===== config.mk =====
export PLATFORM = sky130hd
export DESIGN_NAME = paralelo_serie_tx
export DESIGN_NICKNAME = d
export VERILOG_FILES = /design/src/rtl/paralelo_serie_tx.sv
export SDC_FILE = /design/constraint.sdc
export NUM_CORES = 1
export LEC_CHECK = 0
export BUFFER_PORTS_ARGS = -buffer_cell sky130_fd_sc_hd__buf_4
export CORE_ASPECT_RATIO = 1.1
export CORE_UTILIZATION = 55
export DETAILED_ROUTE_END_ITERATION = 16
export PLACE_DENSITY = 0.71
export SLEW_MARGIN = 20
export SYNTH_ARGS = -nofsm -noshare
export SYNTH_HDL_FRONTEND = slang
export SYNTH_SLANG_ARGS = --single-unit

===== constraint.sdc =====
create_clock -name clk_8f -period 5.8 [get_ports clk_8f]
set_clock_uncertainty 0.05 [all_clocks]
set_input_delay 1.16 -clock clk_8f [delete_from_list [all_inputs] [get_ports clk_8f]]
set_output_delay 1.16 -clock clk_8f [all_outputs]
set_load 0.03 [all_outputs]

===== src/rtl/paralelo_serie_tx.sv =====
// Parallel-to-serial lane transmitter: 2-entry byte FIFO feeding an 8-bit MSB-first
// serializer that fills idle slots with COM_SYM and runs a COM sync burst after reset.
module paralelo_serie_tx #(
  parameter int          SYNC_COUNT = 4,
  parameter logic [7:0]  COM_SYM    = 8'hBC
) (
  input  logic       clk_8f,
  input  logic       reset,
  input  logic [7:0] data_in,
  input  logic       valid_in,
  output logic       ready_out,
  output logic       data_out,
  output logic       active_out,
  output logic       sym_is_data
);

  typedef enum logic {ST_SYNC = 1'b0, ST_RUN = 1'b1} state_t;

  localparam logic [2:0] SYNC_LIM = 3'(SYNC_COUNT);

  state_t     state_r;
  logic [2:0] bit_cnt_r;
  logic [2:0] sync_cnt_r;
  logic [7:0] shift_r;
  logic [7:0] fifo0_r;
  logic [7:0] fifo1_r;
  logic [1:0] count_r;

  logic       push_s;
  logic       pop_s;
  logic       load_s;
  logic [7:0] sym_s;

  // Handshake, symbol-load strobe and symbol selection
  always_comb begin
    ready_out = (count_r < 2'd2);
    push_s    = valid_in && ready_out;
    load_s    = (bit_cnt_r == 3'd0);
    pop_s     = load_s && (state_r == ST_RUN) && (count_r != 2'd0);
    sym_s     = pop_s ? fifo0_r : COM_SYM;
  end

  // Serializer, sync state machine and FIFO storage
  always_ff @(posedge clk_8f) begin
    if (reset) begin
      state_r     <= ST_SYNC;
      bit_cnt_r   <= 3'd0;
      sync_cnt_r  <= 3'd0;
      shift_r     <= 8'd0;
      fifo0_r     <= 8'd0;
      fifo1_r     <= 8'd0;
      count_r     <= 2'd0;
      data_out    <= 1'b0;
      active_out  <= 1'b0;
      sym_is_data <= 1'b0;
    end else begin
      bit_cnt_r <= bit_cnt_r + 3'd1;

      if (load_s) begin
        shift_r     <= sym_s;
        data_out    <= sym_s[7];
        sym_is_data <= pop_s;
        // The comparison uses the pre-load count, so RUN begins with load SYNC_COUNT+1
        if (state_r == ST_SYNC) begin
          sync_cnt_r <= sync_cnt_r + 3'd1;
          if (sync_cnt_r == SYNC_LIM) begin
            state_r    <= ST_RUN;
            active_out <= 1'b1;
          end else begin
            state_r    <= ST_SYNC;
            active_out <= 1'b0;
          end
        end else begin
          state_r    <= ST_RUN;
          active_out <= 1'b1;
        end
      end else begin
        data_out <= shift_r[3'd7 - bit_cnt_r];
      end

      case ({push_s, pop_s})
        2'b11: begin
          if (count_r == 2'd1) begin
            fifo0_r <= data_in;
          end else begin
            fifo0_r <= fifo1_r;
            fifo1_r <= data_in;
          end
        end
        2'b10: begin
          if (count_r == 2'd0) begin
            fifo0_r <= data_in;
          end else begin
            fifo1_r <= data_in;
          end
          count_r <= count_r + 2'd1;
        end
        2'b01: begin
          fifo0_r <= fifo1_r;
          count_r <= count_r - 2'd1;
        end
        default: begin
          count_r <= count_r;
        end
      endcase
    end
  end

endmodule

## Word level (Yosys, flattened, before mapping)

Cells that the tools add are included.

- Add/subtract/negate cells: 5
- $lt $le $gt $ge: 2
- Equal/unequal tests: 8
- Mux-type cells: 13
- Bitwise gates (word level): 1
- Reduce and logical (&&, ||, !) cells: 12

Operator list:

| cell | number |
|---|---|
| 8-bit two-way mux | 5 |
| 8-bit case mux with 3 select lines | 1 |
| 8-bit case mux with 2 select lines | 1 |
| 3-bit by 1-bit adder with 3-bit output (second input constant) | 2 |
| 2-bit inequality test (second input constant) | 3 |
| 2-bit nonzero test | 3 |
| 2-bit by 1-bit equality test with 1-bit output (second input constant) | 2 |
| 2-bit equality test (second input constant) | 2 |
| 3-bit by 4-bit less-than comparator with 1-bit output (second input constant) | 1 |
| 1-bit two-way mux | 4 |
| 2-bit case mux with 2 select lines | 1 |
| 2-bit AND reduction | 2 |
| 1-bit binary-select mux with 3-bit select | 1 |
| 3-bit equality test (second input constant) | 1 |
| 1-bit logical AND | 3 |
| 3-bit zero test | 1 |
| 3-bit AND reduction | 1 |
| 3-bit nonzero test | 1 |
| 3-bit subtractor (first input constant) | 1 |
| 2-bit by 1-bit adder with 2-bit output (second input constant) | 1 |
| 2-bit zero test | 1 |
| 2-bit less-than comparator (second input constant) | 1 |
| 2-bit by 1-bit subtractor with 2-bit output (second input constant) | 1 |
| 1-bit NOT | 1 |

- Register bits after elaboration: 35
- Input port bits: 11
- Output and inout bits: 4

## Depth between registers and ports, before layout

- Depth in word-level cells: 6
- Gate-level depth with buffers: 11
- Gate-level depth less buffers: 8

## Worst setup path before layout

OpenSTA, ideal clock, no wires.

- Kind: register to register
- Start point: register count_r[1]
- End point: register fifo1_r[4]
- Setup time: 71 ps
- Arrival: 2321 ps
- Required time: 5679 ps
- Path slack: 3359 ps
- Cell stages (with the launch flop): 11
- Period minus slack after synthesis: 2441 ps
- Cells stage by stage: dfxtp_1 > inv_1 > ha_1 > nand4bb_4 > buf_6 > buf_2 > ha_1 > buf_2 > a22oi_1 > nand3_1 > a21oi_1

- Word-level cells in the longest chain between the ends: 5
- Elaborated cells on any way between the ends: 13
- Those cells by class: order compare: 1; eq/ne: 5; mux: 1; reduce/logical: 6

RTL lines:

| element | RTL line | text |
|---|---|---|
| start: declaration | 27 | `logic [1:0] count_r;` |
| start signal: assignment | 96 | `count_r <= count_r + 2'd1;` |
| start signal: assignment | 100 | `count_r <= count_r - 2'd1;` |
| start signal: assignment | 103 | `count_r <= count_r;` |
| 2-bit less-than comparator * | 36 | `ready_out = (count_r < 2'd2);` |
| named net ready_out | 11 | `output logic ready_out,` |
| 1-bit logical AND * | 37 | `push_s = valid_in && ready_out;` |
| 2-bit equality test | 81 | `case ({push_s, pop_s})` |
| 2-bit inequality test (no line) or 2-bit nonzero test (tied branches) | -- |  |
| 3-bit AND reduction (no line) | -- |  |
| end signal: assignment | 87 | `fifo1_r <= data_in;` |
| end signal: assignment | 94 | `fifo1_r <= data_in;` |
| end: declaration | 26 | `logic [7:0] fifo1_r;` |

Mark *: on every way through the listed nets, which the timed path passes. The rest lies on a longest branch.
A chain may end at the register's enable or synchronous reset.

## Worst setup path after layout

- Start point: register count_r[1]
- End point: register fifo0_r[5]

- Word-level cells in the longest chain between the ends: 5
- Elaborated cells on any way between the ends: 14
- Those cells by class: order compare: 1; eq/ne: 5; mux: 2; reduce/logical: 6

RTL lines:

| element | RTL line | text |
|---|---|---|
| 2-bit nonzero test * | 39 | `pop_s = load_s && (state_r == ST_RUN) && (count_r != 2'd0);` |
| 1-bit logical AND * | 39 |  |
| named net pop_s | 30 | `logic pop_s;` |
| 2-bit equality test or 2-bit by 1-bit equality test with 1-bit output (tied branches) | 81 |  |
| 2-bit inequality test (no line) or 3-bit nonzero test (tied branches) | -- |  |
| 2-bit AND reduction (no line) | -- |  |
| end signal: assignment | 84 | `fifo0_r <= data_in;` |
| end signal: assignment | 86 | `fifo0_r <= fifo1_r;` |
| end signal: assignment | 92 | `fifo0_r <= data_in;` |
| end: declaration | 25 | `logic [7:0] fifo0_r;` |

Marked as above.

==> impl_metrics.py <==
metrics = {
    "worst_setup_path": {
        "critPathLaunchType": "flip-flop",
        "end_kind": "flip-flop",
        "r2r_start": "count_r[1]$_SDFFE_PP0N_",
        "cp.required_ns": 6.01,
        "worst_ep_arrival_time_ns": 2.96,
        "path_class": "reg2reg",
        "cp-startpoint": "count_r[1]$_SDFFE_PP0N_",
        "path_max_fanout": 19,
    },
    "synthesis": {
        "syn_area_per_cell_um2": 8.91,
        "ys_ff_latch": 35,
        "synthCells": 197,
        "synthFlopType": "dfxtp_1",
        "synth_fp_nets": 218,
        "yosys_warnings": 0,
        "yosys.area_share.xor_xnor_pct": 2.00,
        "yosys-mux-area-fraction_pct": 6.63,
        "synth-simple-area-share_pct": 18.7,
        "synth_edf_count": 0,
        "syn_area_um2": 1760,
        "ys_types": 35,
        "synth-adder-area-share_pct": 7.13,
        "synthArstFlopShare_pct": 0,
        "synth_top_family_by_area": "compound AO/OA/AOI/OAI gates",
        "ys_seq_area_share_pct": 39.9,
        "synth_compound_area_share_pct": 19.7,
    },
    "finish": {
        "area_growth_pct": 7.70,
        "final_core_util_pct": 62.0,
        "mostFrequentLayoutCells": "dfxtp_1 (35), nor2_1 (21), a21oi_1 (18)",
        "final_area_um2": 1890,
        "nNetsFinal": 226,
        "final_common_cell": "dfxtp_1",
        "diodes": 0,
        "drive_gt1_share_pct": 14.6,
    },
    "routing": {
        "drcViolationCount": 0,
        "routed_via_density": 5.93,
        "drt_iter0_drc": 42,
        "ant_nets": 0,
        "wl_per_cell_um": 14.0,
        "vias": 1422,
        "detail_route.first_pass.iterations": 4,
        "wirelength_mm": 3.36,
    },
    "power_and_ir_drop": {
        "power_per_cell_area_nw_per_um2": 278,
        "leakage_nw": 0.730,
        "ir_drop_mv": 0.167,
    },
    "outcome": {
        "run_status": "complete, no violations",
    },
    "placed_design": {
        "pre_cts_slack_ns": 3.05,
        "dpl_cell_area_um2": 1830,
        "post-dp-hpwl_mm": 2.33,
        "numPortBuffers": 14,
        "routabilityCongestion": 0.814,
    },
    "cts": {
        "htreeDepth": 2,
        "cts_tree": "done",
        "clockRootBuffer": "clkbuf_4",
        "clock_latency_ns": 0.34,
        "post_cts_resized": 0,
        "ctsHoldBuffers": 0,
        "cts_setup_buffers": 0,
        "clock-sinks": 35,
        "numCtsBuffers": 5,
        "clk_pin_slew_ns": 0.11,
        "clockBufferDepth": 2,
    },
    "sta": {
        "max-slew-margin-rel_pct": 59.0,
        "fin_hold_ws_ns": 0.422,
        "min_period_ns": 2.75,
        "finalHoldViolCount": 0,
        "worst_slew_pin_slew_ns": 0.615,
        "drv_slew": 0,
        "finalCritPeriodShare_pct": 47.5,
        "rsz0062_at_grt": "no",
        "clock.fmax_ghz": 0.363,
        "fin_setup_tns_ns": 0,
        "fin_ws_ns": 3.05,
        "setup_viol": 0,
    },
    "global_routing": {
        "use_met2_pct": 41.3,
        "antenna_found_initial": 0,
        "first_global_vias": 1345,
        "grt.met3_usage_pct": 5.04,
        "met1_usage_pct": 21.5,
        "grt.busiest_layer": "met2",
        "gr-usage-all-layers_pct": 21.4,
        "grt_pass1_wl_mm": 5.58,
        "grt_max_degree": 36,
        "grt_overflow": 0,
    },
    "floorplan": {
        "die_w_um": 55.9,
        "core_um2": 3050,
        "start_util_pct": 57.6,
        "die_area_um2": 3420,
        "pin_count": 15,
        "die_h_um": 61.3,
        "rows": 21,
    },
    "run": {
        "maxCapViolations": 0,
    },
    "worst_hold_path": {
        "hp-start": "fifo0_r[0]$_SDFFE_PP0P_",
        "hp-class": "reg2reg",
    },
}
## area by class of cell
class	count	area [um2]
Fill cell	267	1160
Clock buffer	5	37.5
Multi-Input combinational cell	140	951
Sequential cell	35	701
Timing Repair Buffer	14	105
Inverter	9	33.8
Clock inverter	3	20.0
Tap cell	34	42.5
## kinds of logic (layout without fill, tap and decap cells)
group                    after synthesis  in the layout
XOR/XNOR                               4              4
AO/OA/AOI/OAI                         53             53
multiplexers                          10             10
flip-flops                            35             35
adder cells (fa/ha/maj)               10             10
AND/OR/NAND/NOR                       63             63
buffers and inverters                 22             31
## where the power goes
group | switching (mW) | internal, mW
clock | 0.0864 | 0.0463
sequential | 0.0149 | 0.262
combinational | 0.0643 | 0.0511
total | 0.166 | 0.360
## cell usage after synthesis (2+ instances only)
| cell | number | area [um2] |
|---|---|---|
| a21oi_1 | 18 | 90.1 |
| o21ai_0 | 13 | 65.1 |
| a221o_1 | 6 | 60.1 |
| buf_2 | 5 | 25.0 |
| xnor2_1 | 3 | 26.3 |
| ha_1 | 10 | 125 |
| a221oi_1 | 6 | 52.6 |
| clkbuf_1 | 4 | 15.0 |
| buf_1 | 2 | 7.51 |
| nand2b_1 | 2 | 12.5 |
| mux2i_1 | 6 | 60.1 |
| a22oi_1 | 4 | 30.0 |
| nand3_1 | 16 | 80.1 |
| nor2b_1 | 4 | 25.0 |
| dfxtp_1 | 35 | 701 |
| nand2_1 | 8 | 30.0 |
| mux2_2 | 3 | 33.8 |
| inv_1 | 8 | 30.0 |
| a311oi_1 | 2 | 17.5 |
| buf_6 | 2 | 22.5 |
| nor3_1 | 6 | 30.0 |
| nor2_1 | 21 | 78.8 |
## worst paths after layout
check / endpoint / slack (ns) / cells past startpoint
max: fifo0_r[5]$_SDFFE_PP0P_ / 3.05 / 8
min: fifo0_r[0]$_SDFFE_PP0P_ / 0.42 / 2
max reg2reg: fifo0_r[5]$_SDFFE_PP0P_ / 3.05 / 8
min reg2reg: fifo0_r[0]$_SDFFE_PP0P_ / 0.42 / 2
## critical path, stage by stage, from the launching register on
cell and delay (ns):
dfxtp_1 0.36, inv_1 0.11, ha_1 0.29, nand4bb_4 0.43, inv_2 0.26, ha_1 0.52
nor2b_1 0.26, o21ai_0 0.12, a311oi_1 0.26
## per-stage QoR
stage,cells,power [mW]
CTS,240,0.530
global route,240,0.556
finish,240,0.525
detailed placement,232,0.398
global placement,232,0.393
floorplan,197,0.371
## sequential cells by signal, indices dropped and copies added, names as in the netlist
name / count
bit_cnt_r: 3
count_r: 2
data_out: 1
fifo0_r: 8
fifo1_r: 8
shift_r: 8
state_r: 1
sym_is_data: 1
sync_cnt_r: 3
## layer usage
metal  part of all wire [%]  vias up
li1                       -      724
met1                     45      674
met2                     51       22
met3                    2.8        2
met4                   0.69        0
met5                      0        -
No activity file was read; power rests on OpenSTA's default activity.
